$ cat config.mk
export PLATFORM = sky130hd
export DESIGN_NAME = stream_max_min
export DESIGN_NICKNAME = d
export VERILOG_FILES = /design/src/rtl/stream_max_min_pkg.sv /design/src/rtl/stream_max_min_update.sv /design/src/rtl/stream_max_min.sv
export SDC_FILE = /design/constraint.sdc
export NUM_CORES = 1
export LEC_CHECK = 0
export CAP_MARGIN = 10
export CORE_MARGIN = 5
export CORE_UTILIZATION = 40
export CTS_CLUSTER_DIAMETER = 120
export DETAILED_ROUTE_END_ITERATION = 8
export PLACE_DENSITY_LB_ADDON = 0.3
export RECOVER_POWER = 100
export SETUP_SLACK_MARGIN = 0.5
export SLEW_MARGIN = 25
export SYNTH_ARGS = -nofsm -noshare
export SYNTH_HDL_FRONTEND = slang
export SYNTH_SLANG_ARGS = --single-unit
export TNS_END_PERCENT = 5
$ cat constraint.sdc
create_clock -name clk -period 2.7 [get_ports clk]
set_clock_uncertainty 0.1 [all_clocks]
set_input_delay 0.27 -clock clk [delete_from_list [all_inputs] [get_ports clk]]
set_output_delay 0.27 -clock clk [all_outputs]
set_load 0.03 [all_outputs]
$ cat src/rtl/stream_max_min_pkg.sv
// rtl/stream_max_min_pkg.sv - shared types for the serial max/min frame tracker
package stream_max_min_pkg;

    typedef enum logic [0:0] {
        ACCUM = 1'b0,
        DONE  = 1'b1
    } state_t;

endpackage

$ cat src/rtl/stream_max_min_update.sv
// rtl/stream_max_min_update.sv - combinational compare/select cell for running extrema
module max_min_update #(
    parameter int WIDTH = 8,
    parameter int IDXW  = 3
) (
    input  logic [WIDTH-1:0] cur_max,
    input  logic [WIDTH-1:0] cur_min,
    input  logic [IDXW-1:0]  cur_max_idx,
    input  logic [IDXW-1:0]  cur_min_idx,
    input  logic [WIDTH-1:0] in_data,
    input  logic [IDXW-1:0]  count,
    input  logic             first,
    output logic [WIDTH-1:0] nxt_max,
    output logic [WIDTH-1:0] nxt_min,
    output logic [IDXW-1:0]  nxt_max_idx,
    output logic [IDXW-1:0]  nxt_min_idx
);

    always_comb begin
        nxt_max     = cur_max;
        nxt_min     = cur_min;
        nxt_max_idx = cur_max_idx;
        nxt_min_idx = cur_min_idx;
        if (first) begin
            nxt_max     = in_data;
            nxt_min     = in_data;
            nxt_max_idx = '0;
            nxt_min_idx = '0;
        end else begin
            // Strict compares so ties keep the earliest index.
            if (in_data > cur_max) begin
                nxt_max     = in_data;
                nxt_max_idx = count;
            end
            if (in_data < cur_min) begin
                nxt_min     = in_data;
                nxt_min_idx = count;
            end
        end
    end

endmodule

$ cat src/rtl/stream_max_min.sv
// rtl/stream_max_min.sv - per-frame max/min with indices over a serial sample stream
module stream_max_min
    import stream_max_min_pkg::*;
#(
    parameter int  N     = 5,
    parameter int  WIDTH = 8,
    localparam int IDXW  = $clog2(N)
) (
    input  logic             clk,
    input  logic             rst,
    input  logic             in_valid,
    output logic             in_ready,
    input  logic [WIDTH-1:0] in_data,
    output logic             out_valid,
    input  logic             out_ready,
    output logic [WIDTH-1:0] max_val,
    output logic [WIDTH-1:0] min_val,
    output logic [IDXW-1:0]  max_idx,
    output logic [IDXW-1:0]  min_idx
);

    localparam logic [IDXW-1:0] LAST_IDX = IDXW'(N - 1);

    state_t            state;
    state_t            next_state;
    logic [IDXW-1:0]   count;
    logic              accept;
    logic              last_sample;
    logic [WIDTH-1:0]  nxt_max;
    logic [WIDTH-1:0]  nxt_min;
    logic [IDXW-1:0]   nxt_max_idx;
    logic [IDXW-1:0]   nxt_min_idx;

    assign in_ready    = (state == ACCUM);
    assign out_valid   = (state == DONE);
    assign accept      = in_valid && in_ready;
    assign last_sample = (count == LAST_IDX);

    max_min_update #(
        .WIDTH (WIDTH),
        .IDXW  (IDXW)
    ) u_update (
        .cur_max     (max_val),
        .cur_min     (min_val),
        .cur_max_idx (max_idx),
        .cur_min_idx (min_idx),
        .in_data     (in_data),
        .count       (count),
        .first       (count == '0),
        .nxt_max     (nxt_max),
        .nxt_min     (nxt_min),
        .nxt_max_idx (nxt_max_idx),
        .nxt_min_idx (nxt_min_idx)
    );

    always_comb begin
        next_state = state;
        case (state)
            ACCUM:   if (accept && last_sample) next_state = DONE;
            DONE:    if (out_ready)             next_state = ACCUM;
            default: next_state = ACCUM;
        endcase
    end

    always_ff @(posedge clk or posedge rst) begin
        if (rst) begin
            state <= ACCUM;
        end else begin
            state <= next_state;
        end
    end

    // Wrap is forced at N-1 so non-power-of-two frame lengths work.
    always_ff @(posedge clk or posedge rst) begin
        if (rst) begin
            count <= '0;
        end else if (accept) begin
            count <= last_sample ? '0 : count + IDXW'(1);
        end
    end

    // Results hold through the handoff until sample 0 of the next frame lands.
    always_ff @(posedge clk or posedge rst) begin
        if (rst) begin
            max_val <= '0;
            min_val <= '0;
            max_idx <= '0;
            min_idx <= '0;
        end else if (accept) begin
            max_val <= nxt_max;
            min_val <= nxt_min;
            max_idx <= nxt_max_idx;
            min_idx <= nxt_min_idx;
        end
    end

endmodule

* Word-level counts from Yosys, hierarchy flattened
Cells that the tools add are included.
** Storage, ports and cells
- Register bits after elaboration :: 26
- Word-level logic and storage cells :: 30
** Operators by class
- Add/subtract/negate cells :: 1
- $lt $le $gt $ge :: 2
- Equality and inequality tests :: 1
- Multiplexer cells :: 12
- Bitwise gates (word level) :: 1
- Reduce and logical (&&, ||, !) cells :: 7
** Operator list (count)
- $mux W8 :: 4
- $mux W3 :: 5
- $gt A8 B8 Y1 :: 1
- $lt A8 B8 Y1 :: 1
- $reduce_and A2 Y1 :: 2
- $reduce_bool A2 Y1 :: 2
- $add A3 B1 Y3 const B :: 1
- $eq A3 B3 Y1 const B :: 1
- $logic_not A3 Y1 :: 1
- $logic_and A1 B1 Y1 :: 2
- $mux W1 :: 2
- $pmux W1 S2 :: 1
- $not A1 Y1 :: 1

* Logic depth before layout (Yosys ltp)
- Depth in word-level cells :: 5
- Mapped depth :: 8
- Mapped depth without buffers :: 8

* Modules after synthesis
A second synthesis with hierarchy kept.
** Second synthesis, totals
- Cell total of the unflattened synthesis :: 204
- Area, all modules :: 1854.3 sq um
** Modules (own cells, without submodules)
- stream_max_min :: times used 1, cells an instance 116, area each 1066.0 sq um
- max_min_update :: times used 1, cells an instance 88, area each 788.3 sq um

* Worst setup path before layout
OpenSTA, ideal clock, no wires.
- Path kind :: register to register
- From :: register min_val[7]
- To :: register min_val[0]
- Setup time :: 0.125 ns
- Arrival :: 2.186 ns
- Required time :: 2.475 ns
- Path slack :: 0.289 ns
- Stages on the path, launching flop included :: 9
- Period minus slack after synthesis :: 2.411 ns
- Path through :: dfrtp_1 inv_1 ha_1 nand2_1 nor2_1 a211oi_4 a21bo_4 a21oi_4 mux2_2
** On the way
- Word-level cells in the longest chain between the ends :: 3
** RTL lines
- from (decl) :: RTL line stream_max_min.sv:17 : output logic [WIDTH-1:0] min_val,
- from (signal assigned) :: RTL line stream_max_min.sv:91 : min_val <= nxt_min;
- $lt A8 B8 Y1 :: RTL line stream_max_min_update.sv:35 : if (in_data < cur_min) begin
- $reduce_bool A2 Y1 (no source line)
- $reduce_and A2 Y1 (no source line)
Every way passes these cells.
A chain may end at the register's enable or synchronous reset.

* Worst setup path in the final report
- From :: input in_data[3]
- To :: register min_val[3]
** On the way
- Word-level cells in the longest chain between the ends :: 3
- Elaborated cells between the ends (all ways) :: 5
** RTL lines
- from (decl) :: RTL line stream_max_min.sv:13 : input logic [WIDTH-1:0] in_data,
- $lt A8 B8 Y1 :: RTL line stream_max_min_update.sv:35
- $reduce_bool A2 Y1 (no source line)
- $reduce_and A2 Y1 (no source line)
Several ways; a longest one is shown, not always the timed one. The select of a mux whose other input is x is not followed.

==> results.json <==
{
  "status": "complete, no violations",
  "synthSimpleGateAreaFrac": 0.09479,
  "finalNonFillerCells": 235,
  "use_met3": 0.03022,
  "synthMuxAreaShare": 0.1230,
  "end_kind": "register",
  "clk_pin_slew_ns": 0.09,
  "clockPowerShare": 0.094,
  "wl_mm": 3.069,
  "yosysTopAreaCellShare": 0.4441,
  "cts_made_buffers": 3,
  "relSlewSlack": 0.08454,
  "yosysWarnings": 0,
  "die-area_sq_um": 4973,
  "synth-adder-area-share": 0.1452,
  "switching_share": 0.4424,
  "seq_power_share": 0.276,
  "startpoint_type": "input pin",
  "crit_buf_inv": 2,
  "combinationalPowerShare": 0.629,
  "grt_usage": 0.1279,
  "post-synth-top-count-cell": "dfrtp_1",
  "crit_required_ns": 2.75,
  "first_pass_iters": 4,
  "holdWs_ns": 0.2771,
  "grt_pass1_wl_mm": 5.264,
  "cts_root_buf": "clkbuf_8",
  "drtAntennaViolNets": 0,
  "drc": 0,
  "slowest_stage": "dlygate4sd3_1",
  "drtIter0Drc": 11,
  "nNetsFinal": 217,
  "start_util": 0.4063,
  "crit_cells": 8,
  "nFillCells": 320,
  "p_switching_mw": 1.153,
  "synthTopCellsByCount": "26 x dfrtp_1, 23 x inv_1, 17 x ha_1, 16 x mux2_2, 12 x nand2_1",
  "dpl_worst_slack_ns": 0.03704,
  "die_h_um": 70.52,
  "crit_family": "buffers and inverters",
  "coreArea_sq_um": 3606,
  "syn_to_final_growth_pct": 40.31,
  "intPower_mw": 1.453,
  "cp-endpoint": "min_val[3]$_DFFE_PP0P_",
  "setup_viol": 0,
  "yosysSeqAreaShare": 0.4441,
  "synth_compound_area_frac": 0.1341,
  "fmax_ghz": 0.4159,
  "r2r-start": "min_val[5]$_DFFE_PP0P_",
  "synth_top_family_by_area": "adder cells",
  "die_x_um": 70.52,
  "syn_nets": 167,
  "via_count": 1135,
  "met2_usage": 0.2152,
  "insertion_delay_ns": 0.26,
  "clockBufferDepth": 2,
  "period_minus_slack_ns": 2.404,
  "top_usage_layer": "met2",
  "crit_type": "input pin to register",
  "synth_top_area_cell": "dfrtp_1",
  "path_max_fanout": 5,
  "finalCritPeriodShare": 0.8905,
  "io_pins": 36,
  "place_congestion": 0.7532,
  "dp_hpwl_mm": 2.291,
  "arrival_ns": 2.46,
  "hold_class": "input pin to register",
  "grtUsageMet1": 0.1677,
  "synth-edff-count": 0,
  "cts_htree_levels": 1,
  "synth-xor-area-share": 0,
  "grt_max_degree": 27,
  "slowest_delay_ns": 0.61,
  "layout-drive-gt1-share": 0.2299,
  "synthArstFlopShare": 1.000,
  "synth-seq-cells": 26,
  "avgSynthCellArea_sq_um": 10.62,
  "crit_start": "in_data[3]",
  "final_util": 0.5701,
  "power_density_nw_per_um2": 1267,
  "dp.cells": 224,
  "finalSetupTns_ns": 0,
  "syn_area_sq_um": 1465,
  "cts_num_sinks": 26,
  "grt_pass1_vias": 1169,
  "worst_pin_slew_ns": 1.373,
  "worstRegToRegCells": 9,
  "r2r-end": "min_val[3]$_DFFE_PP0P_",
  "tritoncts": "built",
  "synthCells": 138,
  "slew_viol_final": 0,
  "fin_ws_ns": 0.2958,
  "r2r_setup_slack_ns": 0.37,
  "path_cells": "dlygate4sd3_1 -> ha_1 -> o21ai_1 -> o21bai_2 -> a21bo_4 -> a21oi_4 -> clkbuf_1 -> mux2_2",
  "io_buffer_count": 35,
  "ys_types": 26,
  "peakVddDrop_mv": 0.8204,
  "synth_ff_type": "dfrtp_1",
  "diodes": 0,
  "p_leak_nw": 0.9515,
  "rsz0062_at_grt": "yes",
  "std_cell_rows": 22,
  "ctsHoldBuffers": 0,
  "synth_area_leaders": "dfrtp_1 44%, ha_1 15%, mux2_2 12%, inv_1 5.9%, nand2_1 3.1%",
  "hold_viol_final": 0,
  "drt-vias-per-instance": 4.830,
  "avgRoutedWirePerCell_um": 13.06,
  "drv_cap": 0,
  "overflow": 0,
  "antenna_found_initial": 0
}
==> how the worst min path moves through the flow <==
| stage | start | endpoint | slack [ns] | cells after the start |
|---|---|---|---|---|
| finish | in_data[2] | min_val[2]$_DFFE_PP0P_ | 0.28 | 2 |
| global route | in_data[2] | min_val[2]$_DFFE_PP0P_ | 0.30 | 2 |
| CTS | rst | min_val[2]$_DFFE_PP0P_ | 0.27 | 3 |
| detailed placement | min_val[7]$_DFFE_PP0P_ | min_val[7]$_DFFE_PP0P_ | 0.42 | 1 |
| global placement | max_val[6]$_DFFE_PP0P_ | max_val[6]$_DFFE_PP0P_ | 0.42 | 1 |
| floorplan | rst | count[0]$_DFFE_PP0P_ | 0.21 | 1 |
==> power by group through the flow <==
stage | Combinational, mW | Clock, mW | Sequential (mW)
2_1_floorplan | 0.711 | 0 | 1.05
3_3_place_gp | 1.55 | 0 | 0.730
3_5_place_dp | 1.59 | 0 | 0.738
4_1_cts | 1.69 | 0.254 | 0.732
5_1_grt | 1.79 | 0.267 | 0.752
6_report | 1.64 | 0.245 | 0.720
==> what timing repair did <==
action                                 CTS  global route
cloned                                   1             0
setup buffers                            6             0
pin swaps                                4             2
gates resized for setup                  8             8
endpoints found under the hold margin    0             0
setup endpoints to repair               16            11
==> final cells by class <==
class                           count  area, sq um  share of cell area
Inverter                           23        86.33             0.04200
Tap cell                           48        60.06             0.02921
Clock buffer                        4        55.05             0.02678
Sequential cell                    26        654.4              0.3183
Multi-Input combinational cell     90        793.3              0.3859
Timing Repair Buffer               44        406.6              0.1978
==> layer usage <==
layer  up-vias  part of all wire
li1        571                 -
met1       539              0.46
met2        23              0.49
met3         2             0.045
met4         0            0.0029
met5         -                 0
==> worst register-to-register path, cell delays in order, from the launching register on <==
cell	delay, ns
dfrtp_2	0.42
inv_2	0.07
ha_4	0.20
a21oi_2	0.13
nor2_1	0.07
a211oi_4	0.16
a21bo_4	0.26
a21oi_4	0.15
clkbuf_1	0.28
mux2_2	0.37
==> flip-flops by register name, indices dropped and copies added (netlist names) <==
| name | cells |
|---|---|
| max_val | 8 |
| count | 3 |
| min_val | 8 |
| out_valid | 1 |
| max_idx | 3 |
| min_idx | 3 |
==> stage by stage <==
stage	instance area, sq um	total power, mW
global placement	1922	2.284
global route	2056	2.807
detailed placement	1922	2.324
finish	2056	2.606
CTS	2036	2.677
floorplan	1489	1.758
==> placed cells by master, fill, tap and decap left out, types with 2 or more instances in the layout <==
master,instances
dlygate4sd3_1,27
dfrtp_1,23
inv_1,22
mux2_2,16
ha_1,15
nand2_1,12
o21ai_0,7
nor2_1,5
dlygate4sd2_1,5
buf_4,5
a21oi_1,4
nand4_1,4
clkbuf_8,4
nand2b_1,3
a21oi_4,3
o22ai_1,3
dfrtp_2,3
clkbuf_1,3
nor2b_1,2
ha_4,2
clkdlybuf4s50_1,2
==> cells by family (layout without fill, tap and decap cells) <==
family | Yosys count | after routing
and+or+nand+nor | 29 | 29
AOI/OAI and AO/OA | 27 | 28
DFF | 26 | 26
buffers and inverters | 23 | 71
adders and majority gates | 17 | 17
muxes | 16 | 16
Note: power is estimated with default switching activity, not from simulation.
